<file path="src/rtl/aimbot_pkg.sv">
// Shared types and default frame geometry for the camera-to-UDP streaming path.
package aimbot_pkg;

  localparam int unsigned H_ACT_DEF = 32'd1280;
  localparam int unsigned V_ACT_DEF = 32'd720;

  typedef enum logic [2:0] {
    S_IDLE    = 3'd0,
    S_ARM     = 3'd1,
    S_WAIT_LB = 3'd2,
    S_SEND    = 3'd3,
    S_STREAM  = 3'd4,
    S_GAP     = 3'd5
  } sched_state_e;

  // States in which the scheduler waits on an external party and must be bounded.
  function automatic logic is_timed_state(input sched_state_e s);
    return (s == S_WAIT_LB) || (s == S_STREAM);
  endfunction

endpackage

</file>
<file path="src/rtl/sched_timeout_cnt.sv">
// Loadable watchdog counter: hit rises on the LIMIT-th counted cycle since the last load.
module sched_timeout_cnt #(
  parameter int unsigned LIMIT = 32'd1_000_000
) (
  input  logic clk,
  input  logic rst,
  input  logic load,
  input  logic en,
  output logic hit
);

  localparam int unsigned W = (LIMIT > 32'd1) ? $clog2(LIMIT) : 32'd1;
  localparam logic [W-1:0] LAST = W'(LIMIT - 32'd1);

  logic [W-1:0] cnt_q;
  logic [W-1:0] cnt_d;

  assign hit = en && (cnt_q == LAST);

  // Next count: load to zero, otherwise count up and hold at the last value.
  always_comb begin
    cnt_d = cnt_q;
    if (load) begin
      cnt_d = '0;
    end else if (en && (cnt_q != LAST)) begin
      cnt_d = cnt_q + W'(1);
    end else begin
      cnt_d = cnt_q;
    end
  end

  // Count register.
  always_ff @(posedge clk or posedge rst) begin
    if (rst) begin
      cnt_q <= '0;
    end else begin
      cnt_q <= cnt_d;
    end
  end

endmodule

</file>
<file path="src/rtl/udp_line_scheduler.sv">
// Walks a dual-camera frame line by line (cam0/cam1 per row), fetching each line from the
// line buffer and pacing it out as one UDP packet; faults and link loss drop back to IDLE.
module udp_line_scheduler
  import aimbot_pkg::*;
#(
  parameter int unsigned H_ACT      = H_ACT_DEF,
  parameter int unsigned V_ACT      = V_ACT_DEF,
  parameter int unsigned GAP_CYCLES = 32'd64,
  parameter int unsigned TIMEOUT    = 32'd1_000_000
) (
  input  logic       clk,
  input  logic       rst,
  input  logic       enable,
  input  logic       connected,
  input  logic       frame_start,
  input  logic       lb_ready,
  input  logic       lb_error,
  input  logic       tx_read_en,
  output logic       lb_trig,
  output logic       udp_trig,
  output logic       cur_cam,
  output logic [9:0] cur_row,
  output logic       busy,
  output logic       frame_done,
  output logic       timeout_err
);

  localparam int unsigned BW = $clog2(H_ACT + 32'd1);
  localparam int unsigned GW = (GAP_CYCLES > 32'd1) ? $clog2(GAP_CYCLES) : 32'd1;
  localparam logic [BW-1:0] BYTE_FULL = BW'(H_ACT);
  localparam logic [BW-1:0] BYTE_LAST = BW'(H_ACT - 32'd1);
  localparam logic [GW-1:0] GAP_LAST  = GW'(GAP_CYCLES - 32'd1);
  localparam logic [9:0]    ROW_LAST  = 10'(V_ACT - 32'd1);

  sched_state_e  state_q, state_d;
  logic [BW-1:0] byte_cnt_q, byte_cnt_d;
  logic [GW-1:0] gap_cnt_q, gap_cnt_d;
  logic          stop_q, stop_d;
  logic          cur_cam_q, cur_cam_d;
  logic [9:0]    cur_row_q, cur_row_d;
  logic          timeout_err_q, timeout_err_d;
  logic          frame_done_q, frame_done_d;
  logic          lb_trig_q, lb_trig_d;
  logic          udp_trig_q, udp_trig_d;
  logic          busy_q, busy_d;
  logic          to_hit;
  logic          to_load;

  // Watchdog restarts on every state change so each wait gets the full budget.
  assign to_load = (state_d != state_q);

  sched_timeout_cnt #(
    .LIMIT (TIMEOUT)
  ) u_timeout (
    .clk  (clk),
    .rst  (rst),
    .load (to_load),
    .en   (is_timed_state(state_q)),
    .hit  (to_hit)
  );

  // Next-state, line bookkeeping and registered-output decode.
  always_comb begin
    state_d       = state_q;
    byte_cnt_d    = byte_cnt_q;
    gap_cnt_d     = gap_cnt_q;
    stop_d        = stop_q;
    cur_cam_d     = cur_cam_q;
    cur_row_d     = cur_row_q;
    timeout_err_d = timeout_err_q;
    frame_done_d  = 1'b0;

    if (state_q == S_IDLE) begin
      stop_d = 1'b0;
      if (frame_start && enable && connected) begin
        state_d       = S_ARM;
        cur_cam_d     = 1'b0;
        cur_row_d     = 10'd0;
        timeout_err_d = 1'b0;
      end else begin
        state_d = S_IDLE;
      end
    end else if (lb_error || to_hit || !connected) begin
      // Aborts are checked first so they suppress a frame_done due this same cycle.
      state_d       = S_IDLE;
      cur_cam_d     = 1'b0;
      cur_row_d     = 10'd0;
      timeout_err_d = timeout_err_q | lb_error | to_hit;
    end else begin
      stop_d = stop_q | ~enable;
      case (state_q)
        S_ARM: begin
          state_d = S_WAIT_LB;
        end
        S_WAIT_LB: begin
          if (lb_ready) begin
            state_d = S_SEND;
          end else begin
            state_d = S_WAIT_LB;
          end
        end
        S_SEND: begin
          byte_cnt_d = '0;
          state_d    = S_STREAM;
        end
        S_STREAM: begin
          if (tx_read_en && (byte_cnt_q == BYTE_LAST)) begin
            byte_cnt_d = BYTE_FULL;
            gap_cnt_d  = '0;
            state_d    = S_GAP;
          end else if (tx_read_en && (byte_cnt_q != BYTE_FULL)) begin
            byte_cnt_d = byte_cnt_q + BW'(1);
          end else begin
            byte_cnt_d = byte_cnt_q;
          end
        end
        S_GAP: begin
          if (gap_cnt_q != GAP_LAST) begin
            gap_cnt_d = gap_cnt_q + GW'(1);
          end else if (stop_q || !enable) begin
            state_d   = S_IDLE;
            cur_cam_d = 1'b0;
            cur_row_d = 10'd0;
          end else if (cur_cam_q && (cur_row_q == ROW_LAST)) begin
            state_d      = S_IDLE;
            frame_done_d = 1'b1;
            cur_cam_d    = 1'b0;
            cur_row_d    = 10'd0;
          end else begin
            state_d   = S_ARM;
            cur_cam_d = ~cur_cam_q;
            cur_row_d = cur_cam_q ? (cur_row_q + 10'd1) : cur_row_q;
          end
        end
        default: begin
          state_d   = S_IDLE;
          cur_cam_d = 1'b0;
          cur_row_d = 10'd0;
        end
      endcase
    end

    lb_trig_d  = (state_d == S_ARM);
    udp_trig_d = (state_d == S_SEND);
    busy_d     = (state_d != S_IDLE);
  end

  // State and output registers.
  always_ff @(posedge clk or posedge rst) begin
    if (rst) begin
      state_q       <= S_IDLE;
      byte_cnt_q    <= '0;
      gap_cnt_q     <= '0;
      stop_q        <= 1'b0;
      cur_cam_q     <= 1'b0;
      cur_row_q     <= 10'd0;
      timeout_err_q <= 1'b0;
      frame_done_q  <= 1'b0;
      lb_trig_q     <= 1'b0;
      udp_trig_q    <= 1'b0;
      busy_q        <= 1'b0;
    end else begin
      state_q       <= state_d;
      byte_cnt_q    <= byte_cnt_d;
      gap_cnt_q     <= gap_cnt_d;
      stop_q        <= stop_d;
      cur_cam_q     <= cur_cam_d;
      cur_row_q     <= cur_row_d;
      timeout_err_q <= timeout_err_d;
      frame_done_q  <= frame_done_d;
      lb_trig_q     <= lb_trig_d;
      udp_trig_q    <= udp_trig_d;
      busy_q        <= busy_d;
    end
  end

  assign lb_trig     = lb_trig_q;
  assign udp_trig    = udp_trig_q;
  assign cur_cam     = cur_cam_q;
  assign cur_row     = cur_row_q;
  assign busy        = busy_q;
  assign frame_done  = frame_done_q;
  assign timeout_err = timeout_err_q;

endmodule

</file>
<file path="config.mk">
export PLATFORM = sky130hd
export DESIGN_NAME = udp_line_scheduler
export DESIGN_NICKNAME = d
export VERILOG_FILES = /design/src/rtl/aimbot_pkg.sv /design/src/rtl/sched_timeout_cnt.sv /design/src/rtl/udp_line_scheduler.sv
export SDC_FILE = /design/constraint.sdc
export NUM_CORES = 1
export LEC_CHECK = 0
export CORE_AREA = 2 2 119 63
export DETAILED_ROUTE_END_ITERATION = 7
export DIE_AREA = 0 0 121 65
export HOLD_SLACK_MARGIN = 0.1
export PLACE_DENSITY = 0.72
export SYNTH_ARGS = -nofsm -noshare
export SYNTH_HDL_FRONTEND = slang
export SYNTH_SLANG_ARGS = --single-unit
</file>
<file path="constraint.sdc">
create_clock -name clk -period 2.4 [get_ports clk]
set_clock_uncertainty 0.15 [all_clocks]
set_input_delay 0.48 -clock clk [delete_from_list [all_inputs] [get_ports clk]]
set_output_delay 0.48 -clock clk [all_outputs]
set_load 0.02 [all_outputs]
</file>
==> results_dict.tcl, run 1 <==
set metrics [dict create \
    hold_viol_final 0 \
    grt_overflow 0 \
    insertion_delay_ps 330 \
    drt_drc_violations_left 0 \
    finalCritPeriodShare 0.981 \
    synthTopCellsByCount "dfrtp_1 (57), nor2_1 (43), o21ai_0 (24)" \
    drt_iter0_markers 268 \
    switching_share 0.207 \
    yosysMostFrequentCell "dfrtp_1" \
    io_pins 24 \
    chipHeight_um 65 \
    arrival_ps 2410 \
    ir_drop_mv 0.371 \
    cts-root-buf "clkbuf_16" \
    fin_crit_ps 2350 \
    antenna_left 0 \
    rows 22 \
    internal_power_mw 1.68 \
    yosys.area.top_type_share 0.443 \
    placement.io_buffers 23 \
    diodes 0 \
    sequentialPowerShare 0.456 \
    tightest_slew_ps 504 \
    cts_buffer_depth 2 \
    path_clk_slew_ps 50 \
    via_per_inst 5.67 \
    initial_core_util 0.463 \
    grt_max_degree 58 \
    drive_above_1_share 0.219 \
    crit_type "flop to flop" \
    grt_pass1_wl_mm 12.8 \
    yosysSeqAreaShare 0.443 \
    powerDensity_nw_per_um2 492 \
    r2r_setup_slack_ps 50 \
    fp.dieArea_um2 7870 \
    die_x_um 121 \
    holdBufCountCts 0 \
    stdcell_area_um2 4310 \
    synth_edf_count 0 \
    clockPowerShare 0.509 \
    wire_per_inst_um 15.1 \
    critPathMaxFanout 3 \
    synth_ff_type "dfrtp_1" \
    leakagePower_nw 1.89 \
    hold_slack_ps 337 \
    synth.cell_area_um2 3220 \
    synth_seq_cells 57 \
    synth.area.top_cells "dfrtp_1 (44%), xor2_1 (6.0%), nor2_1 (5.0%)" \
    via_count 2980 \
    cpPeakStageDelay_ps 430 \
    htree_levels 3 \
    status "completed" \
    place_area_um2 3900 \
    power_frac_comb 0.035 \
    place_congestion 0.854 \
    critPathSlowestCell "or4bb_1" \
    cp.required_ps 2450 \
    cp-start-kind "flop" \
    grt_pass1_vias 2664 \
    startpoint "byte_cnt_q[0]" \
    yosys_warnings 0 \
    syn_avg_cell_area_um2 9.37 \
    setup_ws_ps 46.4 \
    synth_nets 358 \
    cts.sinks 57 \
    antenna_found_initial 0 \
    end_kind "flop" \
    dp_hpwl_mm 5.49 \
    cts_tree "yes" \
    dp_slack_ps -177 \
    synth_top_area_cell "dfrtp_1" \
    hold_class "flop to flop" \
    synth-async-reset-ratio 1.00 \
    area_growth_pct 33.7 \
    power_switching_mw 0.440 \
    nets 441 \
    cap_violations 0 \
    track_usage 0.210 \
    drt_pre_antenna_iters 4 \
    finalSetupViolCount 0 \
    cts-buffers-inserted 9 \
    utilization 0.619 \
    drv_slew 0 \
    holdCritStartpoint "stop_q" \
    path_cells "inv_1 > ha_1 > or4bb_1 > o41ai_2 > o21ai_1 > buf_4 > nor4b_2 > xnor2_1 > nor2_1" \
    synthCells 344 \
    core_um2 6960 \
    routed_wirelength_mm 7.95 \
    fillers 582 \
    cp_num_buf_inv 2 \
    clock.fmax_mhz 425 \
    critPathTopFamily "simple AND/OR/NAND/NOR gates" \
    grt_setup_unrepaired "true" \
    maxSlewHeadroom 0.659 \
    yosysUniqueCellTypes 57 \
    r2r-start "byte_cnt_q[0]" \
]
==> placed cells by master, fill, tap and decap left out, drive strengths merged, types with 3 or more instances in the layout <==
cell	count
buf	60
dfrtp	57
nor2	43
o21ai	27
nand2	23
clkdlybuf4s50	23
xor2	22
nand3	22
a21oi	13
clkbuf	13
inv	12
nand4	11
o31ai	10
and3	9
or3	7
ha	6
nor3	5
xnor2	5
a31oi	5
nor4b	5
nor4	5
and2	4
nand2b	4
nor2b	4
and4	3
o211ai	3
==> worst paths after layout <==
kind | endpoint | cells after the start
max | byte_cnt_q[9] | 9
min | stop_q | 2
min in group asynchronous | byte_cnt_q[0] | 3
max reg2reg | byte_cnt_q[9] | 9
max in group asynchronous | state_q[2] | 3
min reg2reg | stop_q | 2
==> metrics by stage <==
stage	std cells	setup TNS (ps)	power, mW
after floorplan	344	0	1.01
after global placement	503	-3450	1.05
after detailed placement	503	-5100	1.05
after CTS	517	0	2.15
after global routing	526	-914	2.21
final	526	0	2.12
==> cell families after synthesis <==
| family | share of synthesized area |
|---|---|
| mux | 0.00621 |
| buf+inv | 0.0365 |
| fa+ha+maj | 0.0233 |
| simple gates | 0.266 |
| compound gates | 0.152 |
| flops | 0.443 |
| xor+xnor | 0.0734 |
==> final cells by class <==
class,instances,area (um^2),area share
well taps,96,120,0.0279
repair buffers,83,712,0.165
inverters,12,45.0,0.0105
clock buffers,13,240,0.0558
clock inverters,1,5.00,0.00116
multi-input cells,264,1760,0.408
flip-flops and latches,57,1430,0.331
==> state kept, by name, summed over array words and instances (netlist names), 3 cells and up <==
signal / count
byte_cnt_q: 11
cur_row: 10
gap_cnt_q: 6
state_q: 3
u_timeout.cnt_q: 20
==> worst register-to-register path, cell delays in order (launching register included) <==
cell and delay [ps]:
dfrtp_1 400, inv_1 70, ha_1 140, or4bb_1 430
o41ai_2 320, o21ai_1 150, buf_4 160, nor4b_2 150
xnor2_1 180, nor2_1 70
==> power groups by stage <==
stage	registers [mW]	clock network (mW)	logic [mW]
global route	0.966	1.16	0.0833
global placement	0.982	0	0.0708
floorplan	0.984	0	0.0288
detailed placement	0.982	0	0.0716
finish	0.967	1.08	0.0748
CTS	0.967	1.11	0.0720
==> metal layers <==
| layer | global-route usage | vias to the layer above | wire length [um] |
|---|---|---|---|
| met3 | 0.0713 | 10 | 521 |
| met1 | 0.304 | 1462 | 3930 |
| met4 | 0.0756 | 0 | 110 |
| met5 | 0 | - | 0 |
| li1 | - | 1416 | - |
| met2 | 0.289 | 92 | 3390 |
==> what timing repair did <==
| item | CTS | global route |
|---|---|---|
| cloned | 0 | 3 |
| pin swaps | 0 | 8 |
| gates resized for setup | 1 | 23 |
| setup buffers | 0 | 6 |
| setup endpoints to repair | 26 | 30 |
Note: power is estimated with default switching activity, not from simulation.
==> run 2, diff against run 1 <==
CAP_MARGIN = 20   (was unset)
==> results of run 2 <==
Final layout, timing and power as in run 1 (identical DEF).
==> run 3, diff against run 2 <==
clock period = 2.3 ns   (was 2.4 ns; I/O delays follow)
==> run 3 against run 2 <==
Routed wire length rose by 3.7%. Final area rose by 3.2%. Register-to-register slack got worse by 20 ps. Core utilization rose by 2.0 points. Critical path depth did not move. Sequential power rose by 4%. Sequential share of layout area fell by 0.99 points. Hold slack got worse by 100 ps. Die area did not move. Critical path type unchanged. Highest routed layer unchanged.
==> results_dict.tcl, run 3 (synthesized netlist as in run 1, its figures left out) <==
set metrics [dict create \
    io_pins 24 \
    chipHeight_um 65 \
    initial_core_util 0.463 \
    path_clk_slew_ps 50 \
    cts_tree "yes" \
    wire_per_inst_um 15.4 \
    grt_pass1_vias 2783 \
    clockPowerShare 0.541 \
    switching_share 0.205 \
    critPathMaxFanout 3 \
    end_kind "flop" \
    status "completed" \
    cp-start-kind "flop" \
    finalCritPeriodShare 0.987 \
    drive_above_1_share 0.264 \
    diodes 0 \
    grt_overflow 0 \
    holdBufCountCts 0 \
    tightest_slew_ps 512 \
    die_x_um 121 \
    rows 22 \
    via_count 2952 \
    powerDensity_nw_per_um2 532 \
    core_um2 6960 \
    drt_pre_antenna_iters 4 \
    finalSetupViolCount 0 \
    internal_power_mw 1.88 \
    largest_reg_flops 20 \
    drv_slew 0 \
    utilization 0.638 \
    nets 448 \
    hold_viol_final 0 \
    drt_drc_violations_left 0 \
    antenna_left 0 \
    area_growth_pct 37.9 \
    cts_buffer_depth 2 \
    grt_setup_unrepaired "true" \
    antenna_found_initial 0 \
    r2r_cells 9 \
    place_congestion 0.927 \
    final_cell_mix "buf_4 (62), dfrtp_1 (56), nor2_1 (40)" \
    layout.cells.most_common "buf_4" \
    sequentialPowerShare 0.426 \
    placement.io_buffers 23 \
    cts.sinks 57 \
    fin_crit_ps 2270 \
    regMostFlops "u_timeout.cnt_q" \
    track_usage 0.224 \
    hold_class "input port to async pin" \
    fp.dieArea_um2 7870 \
    power_frac_comb 0.033 \
    ir_drop_mv 0.334 \
    htree_levels 3 \
    cts-buffers-inserted 9 \
    crit_type "flop to flop" \
    clock.fmax_mhz 440 \
    maxSlewHeadroom 0.658 \
    leakagePower_nw 1.98 \
    grt_pass1_wl_mm 13.5 \
    insertion_delay_ps 330 \
    arrival_ps 2330 \
    setup_ws_ps 29.6 \
    routed_wirelength_mm 8.24 \
    cts-root-buf "clkbuf_16" \
    dp_hpwl_mm 5.82 \
    drt_iter0_markers 203 \
    cp.required_ps 2360 \
    via_per_inst 5.52 \
    r2r_setup_slack_ps 30 \
    power_switching_mw 0.484 \
    grt_max_degree 47 \
    dp_slack_ps -288 \
    cap_violations 0 \
]
run 3: cell types whose count changed in the layout (fill, tap and decap cells not counted), sizes merged:
| cell | change |
|---|---|
| buf | +7 |
| clkbuf | +1 |
| clkinv | +1 |
run 3: final cells by class:
class / instances / area, um^2
clock buffer: 14 / 284
multi-input combinational: 264 / 1800
sequential: 57 / 1430
inverter: 12 / 45.0
fill: 557 / 2520
timing repair buffer: 90 / 761
clock inverter: 2 / 10.0
tap: 96 / 120
run 3: repair_timing:
item	in CTS	in global routing
pin swaps	1	13
cloned	0	1
gates resized for setup	2	30
setup buffers	1	3
setup endpoints to repair	30	47
hold endpoints to repair	0	0
run 3: critical path: stages, from the launching register on:
cell,delay [ps]
dfrtp_1,380
inv_2,70
ha_4,120
or4bb_1,410
o41ai_2,330
o21ai_1,160
buf_4,160
nand4_1,80
xor2_1,190
nor2_1,70
run 3: layer usage:
metal  up-vias  share of wire  track usage
met5         -              0            0
li1       1436              -            -
met1      1412           0.51        0.334
met4         0          0.017       0.0814
met3        15          0.069       0.0678
met2        89           0.40        0.302
run 3: final timing paths:
check | startpoint | to
max reg2reg | byte_cnt_q[1] | byte_cnt_q[7]
max | byte_cnt_q[1] | byte_cnt_q[7]
min reg2reg | stop_q | stop_q
min in group clk | stop_q | stop_q
max in group asynchronous | rst | byte_cnt_q[8]
min | rst | byte_cnt_q[6]
run 3: through the flow:
stage          total power [mW]  cells  instance area [um^2]  setup TNS (ps)  hold WS, ps
2_1_floorplan              1.06    344                  3220               0          291
5_1_grt                    2.45    535                  4440           -1180          279
6_report                   2.36    535                  4440               0          235
3_5_place_dp               1.10    514                  3980           -9470          324
4_1_cts                    2.39    531                  4290               0          232
3_3_place_gp               1.10    514                  3980           -7230          313
run 3: power groups by stage:
stage	Sequential (mW)	Combinational (mW)	Clock (mW)
final	1.01	0.0780	1.28
after global routing	1.01	0.0862	1.35
after CTS	1.01	0.0760	1.31
after detailed placement	1.02	0.0756	0
after global placement	1.02	0.0743	0
after floorplan	1.03	0.0301	0
